## config.mk

```make
export PLATFORM = sky130hd
export DESIGN_NAME = keypad_matrix_scanner
export DESIGN_NICKNAME = d
export VERILOG_FILES = /design/src/rtl/keypad_pkg.sv /design/src/rtl/keypad_matrix_scanner_frame_debouncer.sv /design/src/rtl/keypad_matrix_scanner.sv
export SDC_FILE = /design/constraint.sdc
export NUM_CORES = 1
export LEC_CHECK = 0
export ABC_AREA = 1
export CORE_MARGIN = 4
export CORE_UTILIZATION = 50
export CTS_CLUSTER_DIAMETER = 150
export DETAILED_ROUTE_END_ITERATION = 16
export PLACE_DENSITY = 0.79
export SETUP_SLACK_MARGIN = 0.5
export SLEW_MARGIN = 0
export SYNTH_ARGS = -nofsm -noshare
export SYNTH_HDL_FRONTEND = slang
export SYNTH_SLANG_ARGS = --single-unit
```

## constraint.sdc

```tcl
create_clock -name clk -period 2.9 [get_ports clk]
set_clock_uncertainty 0.15 [all_clocks]
set_input_delay 0.435 -clock clk [delete_from_list [all_inputs] [get_ports clk]]
set_output_delay 0.435 -clock clk [all_outputs]
set_load 0.02 [all_outputs]
```

## src/rtl/keypad_pkg.sv

```systemverilog
// Shared keypad geometry, key codes (bit = row*4+col) and the single-key check
// used by the scanner and the downstream encoder.
package keypad_pkg;

  localparam int unsigned KEY_ROWS = 4;
  localparam int unsigned KEY_COLS = 4;
  localparam int unsigned KEY_W    = KEY_ROWS * KEY_COLS;

  localparam logic [15:0] KEY_NONE  = 16'h0000;
  localparam logic [15:0] KEY_ENTER = 16'h0001;
  localparam logic [15:0] KEY_0     = 16'h0002;
  localparam logic [15:0] KEY_1     = 16'h0004;
  localparam logic [15:0] KEY_2     = 16'h0008;
  localparam logic [15:0] KEY_3     = 16'h0010;
  localparam logic [15:0] KEY_4     = 16'h0020;
  localparam logic [15:0] KEY_5     = 16'h0040;
  localparam logic [15:0] KEY_6     = 16'h0080;
  localparam logic [15:0] KEY_CLEAR = 16'h0100;
  localparam logic [15:0] KEY_7     = 16'h0200;
  localparam logic [15:0] KEY_8     = 16'h0400;
  localparam logic [15:0] KEY_9     = 16'h0800;
  localparam logic [15:0] KEY_BACK  = 16'h1000;
  localparam logic [15:0] KEY_A     = 16'h2000;
  localparam logic [15:0] KEY_B     = 16'h4000;
  localparam logic [15:0] KEY_C     = 16'h8000;

  // True when no more than one bit of the frame is set.
  function automatic logic at_most_one(input logic [15:0] f);
    return (f & (f - 16'd1)) == 16'h0000;
  endfunction

endpackage

```

## src/rtl/keypad_matrix_scanner_frame_debouncer.sv

```systemverilog
// Debounces whole-keypad frames: multi-key frames count as empty, and onehot
// only moves after DEBOUNCE_FRAMES identical qualified frames.
module frame_debouncer
  import keypad_pkg::*;
#(
  parameter int unsigned DEBOUNCE_FRAMES = 4
) (
  input  logic        clk,
  input  logic        RSTn,
  input  logic [15:0] frame,
  input  logic        frame_done,
  output logic [15:0] onehot,
  output logic        key_valid,
  output logic        key_pulse
);

  localparam int unsigned CNT_W  = $clog2(DEBOUNCE_FRAMES);
  localparam logic [CNT_W-1:0] STABLE = CNT_W'(DEBOUNCE_FRAMES - 1);

  logic [15:0]      qual;
  logic [15:0]      cand_q, cand_d;
  logic [CNT_W-1:0] cnt_q, cnt_d;
  logic [15:0]      onehot_q, onehot_d;
  logic             valid_q, valid_d;
  logic             pulse_q, pulse_d;

  always_comb begin
    qual     = at_most_one(frame) ? frame : KEY_NONE;
    cand_d   = cand_q;
    cnt_d    = cnt_q;
    onehot_d = onehot_q;
    valid_d  = valid_q;
    pulse_d  = 1'b0;
    if (frame_done) begin
      if (qual == cand_q) begin
        if (cnt_q != STABLE) cnt_d = cnt_q + CNT_W'(1);
      end else begin
        cand_d = qual;
        cnt_d  = '0;
      end
    end
    // Candidate has been seen DEBOUNCE_FRAMES times in a row: publish it.
    if ((cnt_q == STABLE) && (cand_q != onehot_q)) begin
      onehot_d = cand_q;
      valid_d  = (cand_q != KEY_NONE);
      pulse_d  = (cand_q != KEY_NONE);
    end
  end

  always_ff @(posedge clk or negedge RSTn) begin
    if (!RSTn) begin
      cand_q   <= KEY_NONE;
      cnt_q    <= '0;
      onehot_q <= KEY_NONE;
      valid_q  <= 1'b0;
      pulse_q  <= 1'b0;
    end else begin
      cand_q   <= cand_d;
      cnt_q    <= cnt_d;
      onehot_q <= onehot_d;
      valid_q  <= valid_d;
      pulse_q  <= pulse_d;
    end
  end

  assign onehot    = onehot_q;
  assign key_valid = valid_q;
  assign key_pulse = pulse_q;

endmodule

```

## src/rtl/keypad_matrix_scanner.sv

```systemverilog
// 4x4 active-low keypad scanner: column drive, row synchroniser and frame
// assembly, feeding a frame debouncer that presents a single-key onehot code.
module keypad_matrix_scanner
  import keypad_pkg::*;
#(
  parameter int unsigned SCAN_DIV        = 50000,
  parameter int unsigned DEBOUNCE_FRAMES = 4
) (
  input  logic        clk,
  input  logic        RSTn,
  input  logic [3:0]  row_in,
  output logic [3:0]  col_out,
  output logic [15:0] onehot,
  output logic        key_valid,
  output logic        key_pulse
);

  localparam int unsigned DIV_W = $clog2(SCAN_DIV);

  logic [3:0]       sync1_q, sync1_d;
  logic [3:0]       sync2_q, sync2_d;
  logic [DIV_W-1:0] div_q, div_d;
  logic [1:0]       col_idx_q, col_idx_d;
  logic [3:0]       col_out_q, col_out_d;
  logic [15:0]      raw_q, raw_d;
  logic             frame_done_q, frame_done_d;

  // Rows are sampled only at terminal count so the column has settled.
  always_comb begin
    sync1_d      = row_in;
    sync2_d      = sync1_q;
    div_d        = div_q + DIV_W'(1);
    col_idx_d    = col_idx_q;
    col_out_d    = col_out_q;
    raw_d        = raw_q;
    frame_done_d = 1'b0;
    if (div_q == DIV_W'(SCAN_DIV - 1)) begin
      div_d = '0;
      for (int r = 0; r < KEY_ROWS; r++) begin
        raw_d[r*KEY_COLS + 32'(col_idx_q)] = ~sync2_q[r];
      end
      col_idx_d    = col_idx_q + 2'd1;
      col_out_d    = ~(4'b0001 << col_idx_d);
      frame_done_d = (col_idx_q == 2'd3);
    end
  end

  always_ff @(posedge clk or negedge RSTn) begin
    if (!RSTn) begin
      sync1_q      <= 4'b1111;
      sync2_q      <= 4'b1111;
      div_q        <= '0;
      col_idx_q    <= 2'd0;
      col_out_q    <= 4'b1110;
      raw_q        <= KEY_NONE;
      frame_done_q <= 1'b0;
    end else begin
      sync1_q      <= sync1_d;
      sync2_q      <= sync2_d;
      div_q        <= div_d;
      col_idx_q    <= col_idx_d;
      col_out_q    <= col_out_d;
      raw_q        <= raw_d;
      frame_done_q <= frame_done_d;
    end
  end

  assign col_out = col_out_q;

  frame_debouncer #(
    .DEBOUNCE_FRAMES(DEBOUNCE_FRAMES)
  ) u_debouncer (
    .clk        (clk),
    .RSTn       (RSTn),
    .frame      (raw_q),
    .frame_done (frame_done_q),
    .onehot     (onehot),
    .key_valid  (key_valid),
    .key_pulse  (key_pulse)
  );

endmodule

```

==> results.py, run 1 <==
metrics = {
    "pwr": {
        "powerDensity_nw_per_um2": 388.8,
        "total_power_mw": 2.144,
        "p_leak_nw": 2.813,
        "peakVddDrop_v": 0.0001924,
    },
    "sta": {
        "relSlewSlack_pct": 66.07,
        "tightest_slew_ns": 0.5089,
        "drv_slew": 0,
        "fin_crit_sh_pct": 101.2,
        "finalWorstSetupSlack_ns": -0.03562,
        "max_freq_mhz": 340.6,
        "hold_violations": 0,
        "rsz0062_at_grt": "true",
        "period_needed_ns": 2.936,
        "setup_viol": 4,
    },
    "floorplan": {
        "dieWidth_um": 100.5,
        "die_y_um": 100.5,
        "rows": 33,
        "core_area_um2": 8258,
        "start_util_pct": 51.77,
        "ios": 28,
        "dieArea_um2": 10090,
    },
    "clocking": {
        "htree_num_levels": 3,
        "cts_tree": "done",
        "numClockSinks": 83,
        "clock_latency_ns": 0.36,
        "cts_buffers": 9,
        "clkTransAtPathRegs_ns": 0.08,
        "cts_root_buf": "clkbuf_8",
        "cts.path.max_buffers": 2,
    },
    "yosys": {
        "synth_seq_cells": 83,
        "synthCells": 540,
        "synth_cell_type_count": 34,
        "synth.area.top_cells": "dfrtp_1 42%, nand2_1 13%, dfstp_2 6.8%, inv_1 5.8%, nand3_1 4.8%",
        "synth_most_common_cell": "nand2_1",
        "synth-edff-count": 0,
        "netlist.top_cell.by_area": "dfrtp_1",
        "ys_warn_count": 0,
        "synth-main-ff-cell": "dfrtp_1",
        "syn_nets": 553,
        "avgSynthCellArea_um2": 7.917,
        "yosys.area.top_type_share_pct": 42.14,
        "synthArstFlopShare_pct": 100.0,
        "ys_seq_area_share_pct": 48.90,
        "netlist_area_um2": 4275,
        "ys_top_cells_by_count": "153 x nand2_1, 72 x dfrtp_1, 66 x inv_1, 52 x nor2_1",
    },
    "worst_hold_path": {
        "hold_start": "sync1_q[3]",
        "min_path_type": "flip-flop to flip-flop",
    },
    "finish": {
        "seq_area_um2": 2107,
        "multi_input_area_um2": 2145,
        "fin_area_um2": 5515,
        "fill_cells": 616,
        "layout-drive-gt1-share_pct": 21.80,
        "layout.nets": 609,
        "antenna_cells": 0,
        "area_delta_synth_final_pct": 29.00,
        "fin_util_pct": 66.79,
    },
    "placement": {
        "hpwl_um": 6277,
        "port-buffer-count": 27,
        "routabilityCongestion": 0.8966,
        "placed_cell_area_um2": 4679,
    },
    "detailed_routing": {
        "drt_pass1_iterations": 5,
        "num_vias": 3962,
        "drc": 0,
        "via_per_inst": 5.612,
        "wire_per_inst_um": 15.49,
        "ant_nets": 0,
        "drt_iter0_markers": 306,
        "routed_wl_um": 10940,
    },
    "worst_setup_path": {
        "worstReg2RegStart": "raw_q[0]",
        "critPathRequiredTime_ns": 3.04,
        "critPathSlowestCell": "dfrtp_2",
        "path_max_fanout": 8,
        "end_kind": "flip-flop",
        "cp_cell_sequence": "nor2_4 > nand2_4 > nor2_4 > nor2_1 > nor2_1 > nand3_1 > nor2_4 > buf_6 > clkbuf_16 > nand3_2 > nand2_1 > nand2_1 > nor2_1 > nand2_1 > nor2_4 > buf_12 > nand2_8 > nand2_4 > nand2_1 > nand2_1",
        "crit_start": "raw_q[0]",
        "cp.arrival_ns": 3.08,
        "critPathMaxStageDelay_ns": 0.43,
        "critPathKind": "flip-flop to flip-flop",
        "worst_path_most_repeated_cell": "nand2_1",
        "cp-start-kind": "flip-flop",
        "rrSetupSlack_ns": -0.04,
    },
    "grt": {
        "grt-ovfl-total": 0,
        "grt_pass1_wl_um": 16430,
        "antenna_found_initial": 0,
        "grt_pass1_vias": 3499,
        "grt_use_total_pct": 20.29,
        "grt_max_degree": 46,
    },
    "status": {
        "status": "finished with violations",
        "violations": "setup timing",
    },
    "run": {
        "maxCapViolCount": 0,
    },
}
-- worst max-delay path, delay by kind of cell, from the launching register on --
family / cells / cell delay, ns
buf+inv: 3 / 0.41
flops: 1 / 0.43
simple gates: 17 / 1.87
-- flip-flops by register name, summed over array words and instances (netlist names) --
name and flops:
div_q 16, raw_q 16, u_debouncer.cand_q 16, u_debouncer.onehot 16
col_out 4, sync1_q 4, sync2_q 4, col_idx_q 2
u_debouncer.cnt_q 2, frame_done_q 1, u_debouncer.key_pulse 1, u_debouncer.key_valid 1
-- cells in the final DEF (no fill, tap or decap), types with 2 or more instances in the layout --
master	instances
clkinvlp_4	2
a21oi_1	7
nand2_8	3
nor3_1	3
dfstp_2	11
nand3_4	5
nand3_2	11
buf_6	3
buf_4	18
nand4_1	26
o21a_1	2
nor2_4	8
buf_12	5
nand3_1	29
nor3b_1	3
clkbuf_8	10
nand2_4	7
nor2_2	7
inv_1	65
nand2_2	16
xnor2_1	7
nand2_1	135
clkdlybuf4s50_1	26
bufbuf_16	2
xor2_1	8
ha_1	7
dfrtp_1	59
clkbuf_16	2
bufinv_16	2
o21ai_0	41
nor2_1	43
dfrtp_2	13
or2_2	2
-- logic make-up (layout without fill, tap and decap cells) --
logic type      count (synthesis)  in the layout  synth area share, %
compound gates                 55             55                6.790
xor+xnor                       15             15                3.073
fa+ha+maj                       7              7                2.048
buf+inv                        82            139                7.960
flops                          83             83                48.90
simple gates                  298            302                31.23
-- where the power goes --
| group | internal, mW | switching [mW] |
|---|---|---|
| combinational | 0.00916 | 0.0229 |
| clock | 0.514 | 0.429 |
| sequential | 1.17 | 0.00317 |
-- what timing repair did --
action / in CTS / in global routing
hold endpoints to repair: 38 / 0
setup buffers: 7 / 12
hold buffers: 1 / 0
resized for setup: 13 / 62
setup endpoints to repair: 18 / 39
gates cloned: 6 / 2
pin swaps: 6 / 16
-- metrics by stage --
stage	TNS, ns	cells	setup slack [ns]	hold WS (ns)
detailed placement	0	662	0.1466	0.1969
CTS	0	692	0.3070	0.2083
finish	-0.06976	706	-0.03562	0.2082
global placement	0	662	0.2392	0.1953
global route	-1.423	706	-0.1226	0.2114
floorplan	0	540	0.5017	-0.01059
-- routing by layer --
metal  part of all wire (%)  track usage (%)
met5                      0                0
met4                    4.3            8.290
met3                    8.1            3.391
met2                     48            33.13
met1                     39            26.95
-- worst paths after layout --
path / to / depth (start not counted)
min in group asynchronous: div_q[5] / 2
max in group asynchronous: sync1_q[3] / 3
worst max-delay path: u_debouncer.cand_q[7] / 20
worst min register to register: sync2_q[3] / 0
worst max register to register: u_debouncer.cand_q[7] / 20
worst min-delay path: sync2_q[3] / 0
-- cell type report --
cell class,count,area share (%)
flip-flops and latches,83,38.20
repair buffers,57,11.86
multi-input cells,379,38.88
clock buffers,11,2.564
well taps,105,2.382
clock inverters,5,1.543
inverters,66,4.560
Power figures use the tool's default switching activity.
==> inputs of run 2 (changes only) <==
Settings changed: DONT_BUFFER_PORTS from default to 1, PLACE_DENSITY 0.79 to 0.75.
==> run 2 against run 1 <==
The flow finishes with violations (hold timing); die area is the same; non-clock buffer count decreased by 28; critical path depth decreased by 2; highest routed layer unchanged; flip-flop and latch count unchanged; worst hold slack lost 0.59 ns; maximum frequency up 7.4%; sequential share of layout area grew 2.7 points; clock-buffer cell count fell by 2; register-to-register slack better by 0.20 ns; largest power group unchanged; global-route usage is 0.44 points lower.
==> results.py, run 2 (synthesis results as in run 1) <==
metrics = {
    "floorplan": {
        "rows": 33,
        "dieWidth_um": 100.5,
        "core_area_um2": 8258,
        "die_y_um": 100.5,
        "start_util_pct": 51.77,
        "ios": 28,
        "dieArea_um2": 10090,
    },
    "pwr": {
        "peakVddDrop_v": 0.0002573,
        "powerDensity_nw_per_um2": 424.7,
        "p_comb_share_pct": 0.2,
        "p_leak_nw": 2.689,
        "total_power_mw": 2.190,
        "p_sw_share_pct": 20.19,
        "p_int_mw": 1.748,
        "p_clk_share_pct": 46.4,
        "p_seq_share_pct": 53.4,
        "power.switching_uw": 442.2,
    },
    "sta": {
        "fin_tns_setup_ns": 0,
        "whs_ns": -0.3838,
        "setup_viol": 0,
        "finalWorstSetupSlack_ns": 0.1667,
        "drv_slew": 0,
        "period_needed_ns": 2.733,
        "relSlewSlack_pct": 39.49,
        "rsz0062_at_grt": "true",
        "max_freq_mhz": 365.9,
        "hold_violations": 83,
        "tightest_slew_ns": 0.9077,
        "fin_crit_sh_pct": 94.25,
    },
    "detailed_routing": {
        "wl_met3_um": 808,
        "drc": 0,
        "routed_wl_um": 10410,
        "dr.max_layer_used": "met4",
        "ant_nets": 0,
        "dr_wl_met2_um": 4945,
        "wire_per_inst_um": 15.38,
        "num_vias": 3737,
        "via_per_inst": 5.520,
        "drt_pass1_iterations": 5,
        "met1Wirelength_um": 4395,
        "drt_iter0_markers": 228,
    },
    "grt": {
        "antenna_found_initial": 0,
        "grt_max_degree": 84,
        "grt-ovfl-total": 0,
        "grt_pass1_wl_um": 16170,
        "grt_pass1_vias": 3407,
        "grt_use_total_pct": 19.86,
    },
    "finish": {
        "layout-drive-gt1-share_pct": 20.80,
        "mostFrequentLayoutCells": "147 x nand2_1, 66 x inv_1, 59 x dfrtp_1",
        "antenna_cells": 0,
        "layout_commonest_cell": "nand2_1",
        "fin_area_um2": 5157,
        "stdcell_count": 677,
        "area_delta_synth_final_pct": 20.63,
        "fin_util_pct": 62.45,
        "layout.nets": 580,
    },
    "worst_setup_path": {
        "critPathKind": "flip-flop to flip-flop",
        "cp_cell_sequence": "nor2_4 > nand2_1 > nor2_4 > nor2_1 > nor2_1 > nand3_1 > nor2_4 > clkbuf_16 > nand3_2 > nand2_1 > nand2_1 > nor2_1 > nand2_2 > nor2_4 > buf_6 > nand2_8 > nand3_1 > nand2_1",
        "path_max_fanout": 9,
        "end_kind": "flip-flop",
        "rrSetupSlack_ns": 0.17,
        "cp.arrival_ns": 2.83,
        "critPathRequiredTime_ns": 3.00,
        "cp-start-kind": "flip-flop",
        "critPathSlowestCell": "dfrtp_2",
        "critPathMaxStageDelay_ns": 0.45,
        "worstReg2RegStart": "raw_q[6]",
        "crit_start": "raw_q[6]",
    },
    "placement": {
        "port-buffer-count": 0,
        "dp_cells": 634,
        "dp_slack_ns": 0.1571,
        "placed_cell_area_um2": 4392,
        "hpwl_um": 6208,
        "routabilityCongestion": 0.8845,
    },
    "clocking": {
        "cts_tree": "done",
        "htree_num_levels": 3,
        "clock_latency_ns": 0.36,
        "clkTransAtPathRegs_ns": 0.09,
        "cts.path.max_buffers": 2,
        "cts_buffers": 9,
        "numClockSinks": 83,
        "cts_root_buf": "clkbuf_8",
        "hold_buffers": 4,
    },
    "run": {
        "maxCapViolCount": 0,
    },
    "status": {
        "status": "finished with violations",
        "violations": "hold timing",
    },
    "worst_hold_path": {
        "min_path_type": "input port to asynchronous set/reset pin",
    },
}
-- run 2: cell types whose count changed in the layout (fill, tap and decap cells not counted), moves of 5 or more --
cell,before,now
clkdlybuf4s50_1,26,0
nand2_1,135,147
nand2_2,16,8
nand3_2,11,17
nand2_4,7,2
-- run 2: power groups by stage --
stage	Sequential (mW)	Combinational, mW	Clock (mW)
floorplan	1.19	0.00000573	0
global placement	1.19	0.00000568	0
detailed placement	1.19	0.00000566	0
CTS	1.17	0.00420	1.03
global route	1.17	0.00481	1.07
finish	1.17	0.00423	1.02
-- run 2: area by class of cell --
class,instances,area [um2]
Tap cell,105,131.4
Inverter,66,247.7
Timing Repair Buffer,29,340.3
Multi-Input combinational cell,378,2083
Clock buffer,9,123.9
Clock inverter,7,123.9
Fill cell,635,3100
Sequential cell,83,2107
-- run 2: final timing paths --
check                                              to  cells past startpoint
max in group asynchronous                  col_out[1]                      0
worst min-delay path            u_debouncer.onehot[9]                      0
worst max register to register  u_debouncer.cand_q[4]                     18
min in group clk                           sync2_q[2]                      0
worst max-delay path            u_debouncer.cand_q[4]                     18
worst min register to register             sync2_q[2]                      0
-- run 2: worst max-delay path: cells and delay by family (launching register included) --
kind / cells / cell delay [ns]
flip-flops: 1 / 0.45
AND/OR/NAND/NOR: 16 / 1.66
buffers and inverters: 2 / 0.34
-- run 2: per-layer routing --
layer	vias up	global-route usage (%)
met3	26	3.391
met1	1753	26.31
met5	-	0
li1	1791	-
met4	0	6.632
met2	167	33.13
-- run 2: timing repair --
action,CTS,global route
gates resized for setup,18,44
cloned,5,2
endpoints found under the setup margin,18,22
buffers inserted,7,9
pin swaps,2,15
endpoints found under the hold margin,87,83
==> inputs of run 3 (changes only) <==
Settings changed: CORE_ASPECT_RATIO from default to 0.8, PLACE_DENSITY 0.75 to 0.78.
Clock period 2.9 ns to 2.42 ns, I/O delays scaled along.
==> run 3 against run 2 <==
The flow finishes with violations (hold timing, setup timing); total power is 25% higher; highest routed layer unchanged; first-iteration DRC count grew 67%; core utilization rose by 7.9 points; non-clock buffer count grew 52; global-route usage is 3.2 points higher.
==> results.py, run 3 (synthesis results as in run 1) <==
metrics = {
    "clocking": {
        "clock_latency_ns": 0.36,
        "cts.path.max_buffers": 2,
        "numClockSinks": 83,
        "cts_root_buf": "clkbuf_8",
        "hold_buffers": 4,
        "clkTransAtPathRegs_ns": 0.10,
        "htree_num_levels": 3,
        "cts_buffers": 9,
        "cts_tree": "done",
    },
    "detailed_routing": {
        "drt_pass1_iterations": 5,
        "routed_wl_um": 11970,
        "ant_nets": 0,
        "drc": 0,
        "wire_per_inst_um": 16.42,
        "via_per_inst": 5.610,
        "num_vias": 4090,
        "drt_iter0_markers": 380,
    },
    "pwr": {
        "peakVddDrop_v": 0.0002914,
        "total_power_mw": 2.735,
        "p_leak_nw": 3.013,
        "powerDensity_nw_per_um2": 478.4,
    },
    "sta": {
        "period_needed_ns": 2.721,
        "fin_tns_setup_ns": -4.941,
        "tightest_slew_ns": 0.6210,
        "rsz0062_at_grt": "true",
        "setup_viol": 18,
        "hold_violations": 83,
        "max_freq_mhz": 367.5,
        "drv_slew": 0,
        "fin_crit_sh_pct": 112.4,
        "whs_ns": -0.4658,
        "finalWorstSetupSlack_ns": -0.3011,
        "relSlewSlack_pct": 58.22,
    },
    "floorplan": {
        "ios": 28,
        "dieWidth_um": 111.4,
        "start_util_pct": 52.60,
        "core_area_um2": 8128,
        "rows": 29,
        "dieArea_um2": 10100,
        "die_y_um": 90.71,
    },
    "grt": {
        "grt_max_degree": 84,
        "grt_pass1_vias": 3962,
        "grt-ovfl-total": 0,
        "antenna_found_initial": 0,
        "grt_pass1_wl_um": 19040,
        "grt_use_total_pct": 23.03,
    },
    "status": {
        "status": "finished with violations",
        "violations": "hold timing, setup timing",
    },
    "finish": {
        "layout_commonest_cell": "nand2_1",
        "layout.nets": 629,
        "fill_cells": 549,
        "area_delta_synth_final_pct": 33.68,
        "fin_util_pct": 70.32,
        "seq_area_um2": 2098,
        "multi_input_area_um2": 2193,
        "mostFrequentLayoutCells": "132 x nand2_1, 66 x dfrtp_1, 62 x inv_1",
        "antenna_cells": 0,
        "layout-drive-gt1-share_pct": 30.43,
    },
    "worst_setup_path": {
        "cp-start-kind": "flip-flop",
        "path_max_fanout": 13,
        "critPathRequiredTime_ns": 2.53,
        "cp.arrival_ns": 2.84,
        "rrSetupSlack_ns": -0.30,
        "end_kind": "flip-flop",
        "critPathKind": "flip-flop to flip-flop",
    },
    "placement": {
        "routabilityCongestion": 0.9119,
        "port-buffer-count": 0,
        "dp_slack_ns": -0.2412,
        "hpwl_um": 6917,
    },
    "run": {
        "maxCapViolCount": 0,
    },
    "worst_hold_path": {
        "min_path_type": "input port to asynchronous set/reset pin",
    },
}
[run 3: changes by cell type in the layout (fill, tap and decap cells not counted), sizes merged]
cell / delta
nand2: -3
buf: +55
bufinv: +1
bufbuf: -1
clkbuf: -1
clkinv: -2
[run 3: cell type report]
class,instances,area share (%)
Inverter,66,4.378
Clock buffer,10,2.233
Sequential cell,83,36.71
Multi-Input combinational cell,375,38.38
Clock inverter,6,2.386
Tap cell,108,2.364
Timing Repair Buffer,81,13.55
[run 3: report_power, final]
part / switching (mW) / total, mW / internal, mW / leakage [nW]
logic: 0.000919 / 0.00520 / 0.00428 / 1.79
registers: 0.00495 / 1.40 / 1.40 / 1.10
clock network: 0.532 / 1.33 / 0.794 / 0.127
total: 0.538 / 2.73 / 2.20 / 3.01
[run 3: worst paths after layout]
check	from	end	cells past startpoint
max	raw_q[0]	u_debouncer.cand_q[5]	18
min	RSTn	frame_done_q	0
max reg2reg	raw_q[0]	u_debouncer.cand_q[5]	18
min reg2reg	sync1_q[0]	sync2_q[0]	0
max in group asynchronous	RSTn	sync2_q[2]	0
min in group clk	sync1_q[0]	sync2_q[0]	0
[run 3: layer usage]
metal	vias up	wire length [um]	track usage (%)
met1	1966	5001	30.82
met4	0	253	5.876
met5	-	0	0
met2	209	5739	37.65
li1	1883	-	-
met3	32	976	5.760
[run 3: what timing repair did]
| item | in CTS | in global routing |
|---|---|---|
| hold endpoints to repair | 87 | 83 |
| cloned | 4 | 0 |
| resized for setup | 66 | 50 |
| setup buffers | 21 | 10 |
| endpoints found under the setup margin | 47 | 61 |
| pin swaps | 15 | 16 |
[run 3: critical path, stage by stage (launching register included)]
cell	delay [ns]
dfrtp_1	0.42
nor2_4	0.19
nand2_2	0.11
nor2_4	0.14
nor2_1	0.06
nor2_1	0.10
nand3_1	0.11
nor2_4	0.16
buf_6	0.16
nand3_4	0.07
nand2_1	0.08
nand2_1	0.05
nor2_1	0.11
nand2_1	0.09
nor2_4	0.18
nand2_4	0.11
buf_12	0.16
nand3_1	0.09
nand2_1	0.06
[run 3: through the flow]
step	area (um2)	instances
global placement	4702	674
detailed placement	4702	674
floorplan	4337	540
global route	5715	729
finish	5715	729
CTS	5448	719
